File: config.mk
export PLATFORM = sky130hd
export DESIGN_NAME = wb_rr_arbiter
export DESIGN_NICKNAME = d
export VERILOG_FILES = /design/src/rtl/wb_arb_pkg.sv /design/src/rtl/rr_pick.sv /design/src/rtl/wb_rr_arbiter.sv
export SDC_FILE = /design/constraint.sdc
export NUM_CORES = 1
export LEC_CHECK = 0
export BUFFER_PORTS_ARGS = -buffer_cell sky130_fd_sc_hd__buf_4
export CORE_AREA = 3 3 164 166
export CTS_BUF_LIST = sky130_fd_sc_hd__clkbuf_8 sky130_fd_sc_hd__clkbuf_16
export DETAILED_ROUTE_END_ITERATION = 12
export DIE_AREA = 0 0 167 169
export PLACE_DENSITY_LB_ADDON = 0.2
export SLEW_MARGIN = 10
export SYNTH_ARGS = -nofsm -noshare
export SYNTH_HDL_FRONTEND = slang
export SYNTH_SLANG_ARGS = --single-unit
File: constraint.sdc
create_clock -name CLK_I -period 6.3 [get_ports CLK_I]
set_input_delay 0.315 -clock CLK_I [delete_from_list [all_inputs] [get_ports CLK_I]]
set_output_delay 0.315 -clock CLK_I [all_outputs]
set_load 0.05 [all_outputs]
File: src/rtl/wb_arb_pkg.sv
// Shared types and bus widths for the Wishbone round-robin arbiter.
package wb_arb_pkg;

    localparam int WB_AW = 32;
    localparam int WB_DW = 32;

    typedef enum logic {
        IDLE = 1'b0,
        BUSY = 1'b1
    } state_t;

endpackage

File: src/rtl/rr_pick.sv
// Round-robin picker: first requester strictly after 'last', wrapping N-1 -> 0.
// 'last' itself is searched at the end, so it has the lowest priority.
module rr_pick #(
    parameter int N = 4
) (
    input  logic [N-1:0]         req,
    input  logic [$clog2(N)-1:0] last,
    output logic [N-1:0]         gnt,
    output logic [$clog2(N)-1:0] idx,
    output logic                 valid
);

    localparam int IW = $clog2(N);

    // Scan offsets 1..N from last; the sum is below 2N, so one subtraction wraps it.
    always_comb begin
        logic [IW:0] pos;
        gnt   = '0;
        idx   = '0;
        valid = 1'b0;
        pos   = '0;
        for (int k = 1; k <= N; k++) begin
            pos = {1'b0, last} + (IW+1)'(k);
            if (pos >= (IW+1)'(N)) begin
                pos = pos - (IW+1)'(N);
            end
            if (!valid && req[pos[IW-1:0]]) begin
                gnt[pos[IW-1:0]] = 1'b1;
                idx              = pos[IW-1:0];
                valid            = 1'b1;
            end
        end
    end

endmodule

File: src/rtl/wb_rr_arbiter.sv
// Round-robin Wishbone arbiter: NUM_MASTERS masters share one slave.
// Ownership lasts for a whole CYC; a watchdog ends stalled strobes with ERR.
module wb_rr_arbiter
    import wb_arb_pkg::*;
#(
    parameter int NUM_MASTERS = 4,
    parameter int TIMEOUT     = 16
) (
    input  logic                          CLK_I,
    input  logic                          RST_I,
    input  logic [NUM_MASTERS-1:0]        m_cyc_i,
    input  logic [NUM_MASTERS-1:0]        m_stb_i,
    input  logic [NUM_MASTERS-1:0]        m_we_i,
    input  logic [NUM_MASTERS-1:0]        m_sel_i,
    input  logic [NUM_MASTERS*WB_AW-1:0]  m_adr_i,
    input  logic [NUM_MASTERS*WB_DW-1:0]  m_dat_i,
    output logic [WB_DW-1:0]              m_dat_o,
    output logic [NUM_MASTERS-1:0]        m_ack_o,
    output logic [NUM_MASTERS-1:0]        m_err_o,
    output logic [NUM_MASTERS-1:0]        gnt_o,
    output logic                          s_cyc_o,
    output logic                          s_stb_o,
    output logic                          s_we_o,
    output logic                          s_sel_o,
    output logic [WB_AW-1:0]              s_adr_o,
    output logic [WB_DW-1:0]              s_dat_o,
    input  logic [WB_DW-1:0]              s_dat_i,
    input  logic                          s_ack_i
);

    localparam int IW = $clog2(NUM_MASTERS);
    localparam int WW = $clog2(TIMEOUT + 1);

    state_t          state;
    logic [IW-1:0]   last;
    logic [IW-1:0]   own;
    logic [WW-1:0]   wdog;

    logic [NUM_MASTERS-1:0] pick_oh;
    logic [IW-1:0]          pick_idx;
    logic                   pick_vld;

    logic [WB_AW-1:0] adr_arr [NUM_MASTERS];
    logic [WB_DW-1:0] dat_arr [NUM_MASTERS];

    logic busy;
    logic own_cyc;
    logic own_stb;
    logic expired;

    for (genvar k = 0; k < NUM_MASTERS; k++) begin : g_split
        assign adr_arr[k] = m_adr_i[k*WB_AW +: WB_AW];
        assign dat_arr[k] = m_dat_i[k*WB_DW +: WB_DW];
    end

    rr_pick #(.N(NUM_MASTERS)) u_pick (
        .req   (m_cyc_i),
        .last  (last),
        .gnt   (pick_oh),
        .idx   (pick_idx),
        .valid (pick_vld)
    );

    assign busy    = (state == BUSY);
    assign own_cyc = m_cyc_i[own];
    assign own_stb = m_stb_i[own];
    // An ACK arriving in the expiry cycle still completes the transfer normally.
    assign expired = busy && (wdog == WW'(TIMEOUT)) && !s_ack_i;

    // Grant FSM, round-robin pointer and stall watchdog.
    always_ff @(posedge CLK_I or posedge RST_I) begin
        if (RST_I) begin
            state <= IDLE;
            gnt_o <= '0;
            last  <= IW'(NUM_MASTERS - 1);
            own   <= '0;
            wdog  <= '0;
        end else begin
            case (state)
                IDLE: begin
                    wdog <= '0;
                    if (pick_vld) begin
                        gnt_o <= pick_oh;
                        own   <= pick_idx;
                        state <= BUSY;
                    end
                end
                BUSY: begin
                    if (!own_cyc || expired) begin
                        // Owner drops to lowest priority; the dead cycle in IDLE re-arbitrates.
                        state <= IDLE;
                        gnt_o <= '0;
                        last  <= own;
                        wdog  <= '0;
                    end else if (own_stb && !s_ack_i) begin
                        wdog <= wdog + 1'b1;
                    end else begin
                        wdog <= '0;
                    end
                end
                default: begin
                    state <= IDLE;
                    gnt_o <= '0;
                    wdog  <= '0;
                end
            endcase
        end
    end

    // Route the owner to the slave and the slave response back to the owner only.
    always_comb begin
        s_cyc_o = 1'b0;
        s_stb_o = 1'b0;
        s_we_o  = 1'b0;
        s_sel_o = 1'b0;
        s_adr_o = '0;
        s_dat_o = '0;
        m_ack_o = '0;
        m_err_o = '0;
        if (busy && !RST_I) begin
            s_cyc_o      = own_cyc && !expired;
            s_stb_o      = own_stb && !expired;
            s_we_o       = m_we_i[own];
            s_sel_o      = m_sel_i[own];
            s_adr_o      = adr_arr[own];
            s_dat_o      = dat_arr[own];
            m_ack_o[own] = s_ack_i;
            m_err_o[own] = expired;
        end
    end

    assign m_dat_o = s_dat_i;

endmodule

# == Yosys cells after proc, flatten, opt, wreduce, memory -nomap -nowiden ==
# Index checks and enable logic that the tools add are counted.
# classes
add_sub_neg,9
order_cmp,15
n_eq_ne,3
n_mux,65
bitwise_logic,7
reduce_logical,25
# ops
operator,n
$mux W32,6
$bmux W32 S2,2
$mux W4,8
$mux W1,23
$bmux W1 S2,8
$mux W2,8
$ge A3 B3 Y1 const B,5
$lt A2 B3 Y1 const B,5
$logic_and A1 B1 Y1,14
$or A4 B4 Y4,3
$demux W1 S2,5
$ge A2 B1 Y1 const B,5
$mux W5,2
$pmux W5 S2,1
$and A4 B4 Y4,2
$pmux W4 S2,1
$sub A2 B1 Y2 const B,4
$logic_not A1 Y1,7
$add A2 B2 Y3 const B,2
$reduce_and A2 Y1,3
$add A5 B1 Y5 const B,1
$eq A5 B5 Y1 const B,1
$add A2 B1 Y3 const B,1
$add A2 B3 Y3 const B,1
other kinds (6),6
# totals
reg_bits,14
inputBits,307
output_inout_bits,112

# == Longest topological paths before layout ==
# logic_depth
word_depth,17
depth_mapped,9
mapped_depth_nobuf,7

# == Hierarchy ==
# Synthesis repeated with hierarchy kept, for this count alone.
# unflattened
cells_unflattened,338
area_unflattened_um2,3621.0
# modules_own_cells
module,instances,cells_per_inst,area_per_inst_um2,seq_area_each_um2
wb_rr_arbiter,1,270,3095.5,352.8
rr_pick,1,68,525.5,0.0

# == Worst setup path before layout ==
# No wires, ideal clock.
# synth_timing
path_kind,flip-flop to flip-flop
start,register last[0]
end,register gnt_o[0]
arrival_time_ns,2.377
path_slack_ns,3.797
path_stages_with_launch,10
path_cell_list,dfstp_2 > buf_2 > inv_1 > ha_1 > buf_6 > mux4_2 > nor2b_4 > a22oi_1 > a21oi_1 > a221o_1
# synth_via
elab_chain_len,17
word_cells_on_any_way,65
classes_between,add/sub (8); order compare (12); eq/ne (1); mux (30); bitwise (3); reduce/logical (11)
# synth_rtl
item,line_no,source
"start, declared",wb_rr_arbiter.sv:35,logic [IW-1:0] last;
"start signal, assigned",wb_rr_arbiter.sv:75,last <= IW'(NUM_MASTERS - 1);
"start signal, assigned",wb_rr_arbiter.sv:93,last <= own;
"parallel branches: the longest is 17 deep, another holds $add A2 B1 Y3",--,
"end signal, assigned",wb_rr_arbiter.sv:83,gnt_o <= pick_oh;
"end, declared",wb_rr_arbiter.sv:20,"output logic [NUM_MASTERS-1:0] gnt_o,"
# Several ways; the timed one is not identified. The select of a mux whose other input is x is not followed.
# A chain may end at the register's enable or synchronous reset.

# == Final worst setup path ==
# layout_timing
start,register own[0]
end,output s_stb_o
# layout_via
elab_chain_len,4
# layout_rtl
item,line_no,source
"start, declared",wb_rr_arbiter.sv:36,logic [IW-1:0] own;
"start signal, assigned",wb_rr_arbiter.sv:84,own <= pick_idx;
$bmux W1 S2,wb_rr_arbiter.sv:66,assign own_stb = m_stb_i[own];
$mux W1 (not written as such),wb_rr_arbiter.sv:66,
$logic_and A1 B1 Y1,wb_rr_arbiter.sv:122,s_stb_o = own_stb && !expired;
$mux W1,wb_rr_arbiter.sv:120,if (busy && !RST_I) begin
"end, declared",wb_rr_arbiter.sv:22,"output logic s_stb_o,"
# No other way between the ends. The select of a mux whose other input is x is not followed.

==> results.yml <==
pwr:
  p_leak_nw: 3.05
  ir_drop_mv: 0.249
  power_density_mw_per_mm2: 383
cts:
  clock_latency_ns: 0.24
  cts-resized-gates: 0
  cts_made_buffers: 3
  h-tree-depth: 1
  cts_setup_buffers: 0
  cts_tree: "done"
  cts_sinks: 14
  path_clk_slew_ns: 0.05
  ctsRootBufferMaster: "clkbuf_16"
  postCtsHoldBufs: 0
  cts_buffer_depth: 2
critical_path:
  cp.arrival_ns: 2.91
  critical_path.endpoint_type: "primary output"
  cp_max_fo: 41
  critPathRequiredTime_ns: 5.98
  slowest_delay_ns: 0.82
  path_class: "reg2out"
  critical_path.cell_chain: "buf_4 -> mux4_2 -> and3_1 -> buf_4"
  critPathLaunchType: "flop"
  cp_slowest_cell: "dfrtp_4"
  cp_common_cell: "buf_4"
floorplanning:
  die_area_sq_mm: 0.0282
  die_h_um: 169
  dieWidth_um: 167
  pin_count: 419
  start_util: 0.134
  fp.coreArea_sq_mm: 0.0258
  rows: 59
routing:
  drtIter0Drc: 146
  drc_errors: 0
  drt_wl_total_mm: 19.2
  via_count: 4017
  avgViaCountPerCell: 4.23
  wl_per_cell_um: 20.2
  ant_nets: 0
  first_pass_iters: 4
synth:
  yosysTopAreaCell: "mux4_2"
  synthCells: 321
  syn_area_sq_mm: 0.00345
  synth_xor_area_frac: 0.00762
  synth_ff_type: "dfrtp_1"
  synth_most_common_cell: "mux4_2"
  synth_fa_ha_area_frac: 0.0363
  synth_top_family_by_area: "multiplexers"
  synth_top_area_frac: 0.457
  synth_mux_area_frac: 0.473
  ys_ff_latch: 14
  synth_compound_area_frac: 0.0581
  yosysWarnings: 0
  yosys.cell_types.count: 40
  synth_edf_count: 0
  syn_avg_cell_area_sq_um: 10.7
  ys_top_cells_by_count: "mux4_2, and3_1, buf_4"
  ys_seq_area_frac: 0.102
  synthArstFlopShare: 1.00
  ys_top_cells_by_area: "mux4_2, and3_1, dfrtp_1"
  yosys.area_share.simple: 0.192
  syn_nets: 638
timing:
  tightestPinTransition_ns: 1.15
  setup_viol: 0
  min_period_over_period: 0.512
  rsz0062_at_grt: "no"
  min_period_ns: 3.23
  hold_viol: 0
  fmax_mhz: 310
  tns_ns: 0
  clock_skew_ns: 0.000775
  slew_viol_final: 0
  relSlewSlack: 0.237
worst_hold_path:
  hp-class: "reg2reg"
placed_design:
  gp_congestion: 0.855
  place_inst: 945
  portBuffers: 354
  dp_hpwl_mm: 16.1
outcome:
  status: "completed"
global_route:
  antenna_found_initial: 3
  grt-ovfl-total: 0
  grt_pass1_wl_mm: 28.3
  grtUsageTotal: 0.128
  grt_pass1_vias: 4448
  grt_max_degree: 76
finish:
  nNetsFinal: 932
  antennaDiodeCount: 0
  syn_to_final_growth_pct: 80.2
  drive_gt1_frac: 0.717
  fin_cells: 949
flow_run:
  max-cap-violations: 0
-- routing by layer --
metal / track usage / up-vias / routed length [um]
met5: 0 / - / 21
met4: 0.0226 / 4 / 339
met3: 0.0455 / 30 / 1830
met2: 0.220 / 191 / 9430
met1: 0.158 / 1955 / 7570
li1: - / 1837 / -
-- worst max-delay path: cells and delay by family, from the launching register on --
kind / cells / cell delay (ns)
mux: 1 / 0.67
simple gates: 1 / 0.21
flops: 1 / 0.82
buf+inv: 2 / 0.94
-- sequential cells by signal, indices dropped and copies added (netlist names) --
signal  count
own         2
wdog        5
last        2
busy        1
gnt_o       4
-- worst paths after layout --
check	cells past startpoint	endpoint	slack, ns	from
setup / recovery	4	s_stb_o	3.07	own[0]
hold / removal	1	wdog[0]	0.48	wdog[0]
setup reg to reg	7	gnt_o[3]	3.54	last[0]
hold reg to reg	1	wdog[0]	0.48	wdog[0]
max in group asynchronous	3	own[1]	5.16	RST_I
min in group asynchronous	3	wdog[4]	0.78	RST_I
-- metrics by stage --
step / util / total power, mW / hold WS, ns / worst slack [ns] / area, sq um
global route: 0.241 / 2.54 / 0.523 / 2.78 / 6210
global placement: 0.238 / 2.30 / 0.477 / 3.16 / 6130
detailed placement: 0.238 / 2.29 / 0.475 / 3.17 / 6130
floorplan: - / 1.76 / 0.424 / 3.80 / 3450
CTS: 0.241 / 2.42 / 0.481 / 2.90 / 6210
finish: 0.241 / 2.38 / 0.480 / 3.07 / 6210
-- area by class of cell --
type	instances	area, sq um
multi-input cells	232	2650
fillers	2808	19600
clock buffers	3	75.1
repair buffers	357	2680
flip-flops and latches	14	362
clock inverters	1	3.75
well taps	335	419
inverters	7	26.3
-- power by group --
part / total, mW / switching (mW) / internal (mW)
Combinational: 1.94 / 1.05 / 0.886
Sequential: 0.318 / 0.192 / 0.125
Clock: 0.119 / 0.0350 / 0.0837
Total: 2.38 / 1.28 / 1.10
-- cells in the final DEF, fill, tap and decap left out, types with 2 or more instances in the layout --
cell type  count
a211oi_1       2
a21oi_1        6
a221o_1        4
a22oi_1        4
a31oi_1        2
and2_1         2
and3_1        68
and3b_1        2
buf_4        357
clkbuf_16      3
dfrtp_1        9
dfrtp_4        2
dfstp_2        2
ha_1          10
inv_1          6
inv_2          2
mux2_1         2
mux2i_1        2
mux4_2        70
nand2_1        6
nand2b_1       3
nand3_1        2
nand4_1        2
nor2_1        19
nor3_1         5
nor3b_1        2
o21ai_0        5
o21ai_1        3
xor2_1         2
-- cells by family (layout without fill, tap and decap cells) --
family,after synthesis,in the layout
and+or+nand+nor,114,114
muxes,75,75
buffers and inverters,75,368
AOI/OAI and AO/OA,30,30
DFF,14,14
adders and majority gates,10,10
xor gates and xnor gates,3,3
(Power assumes the default switching activity.)
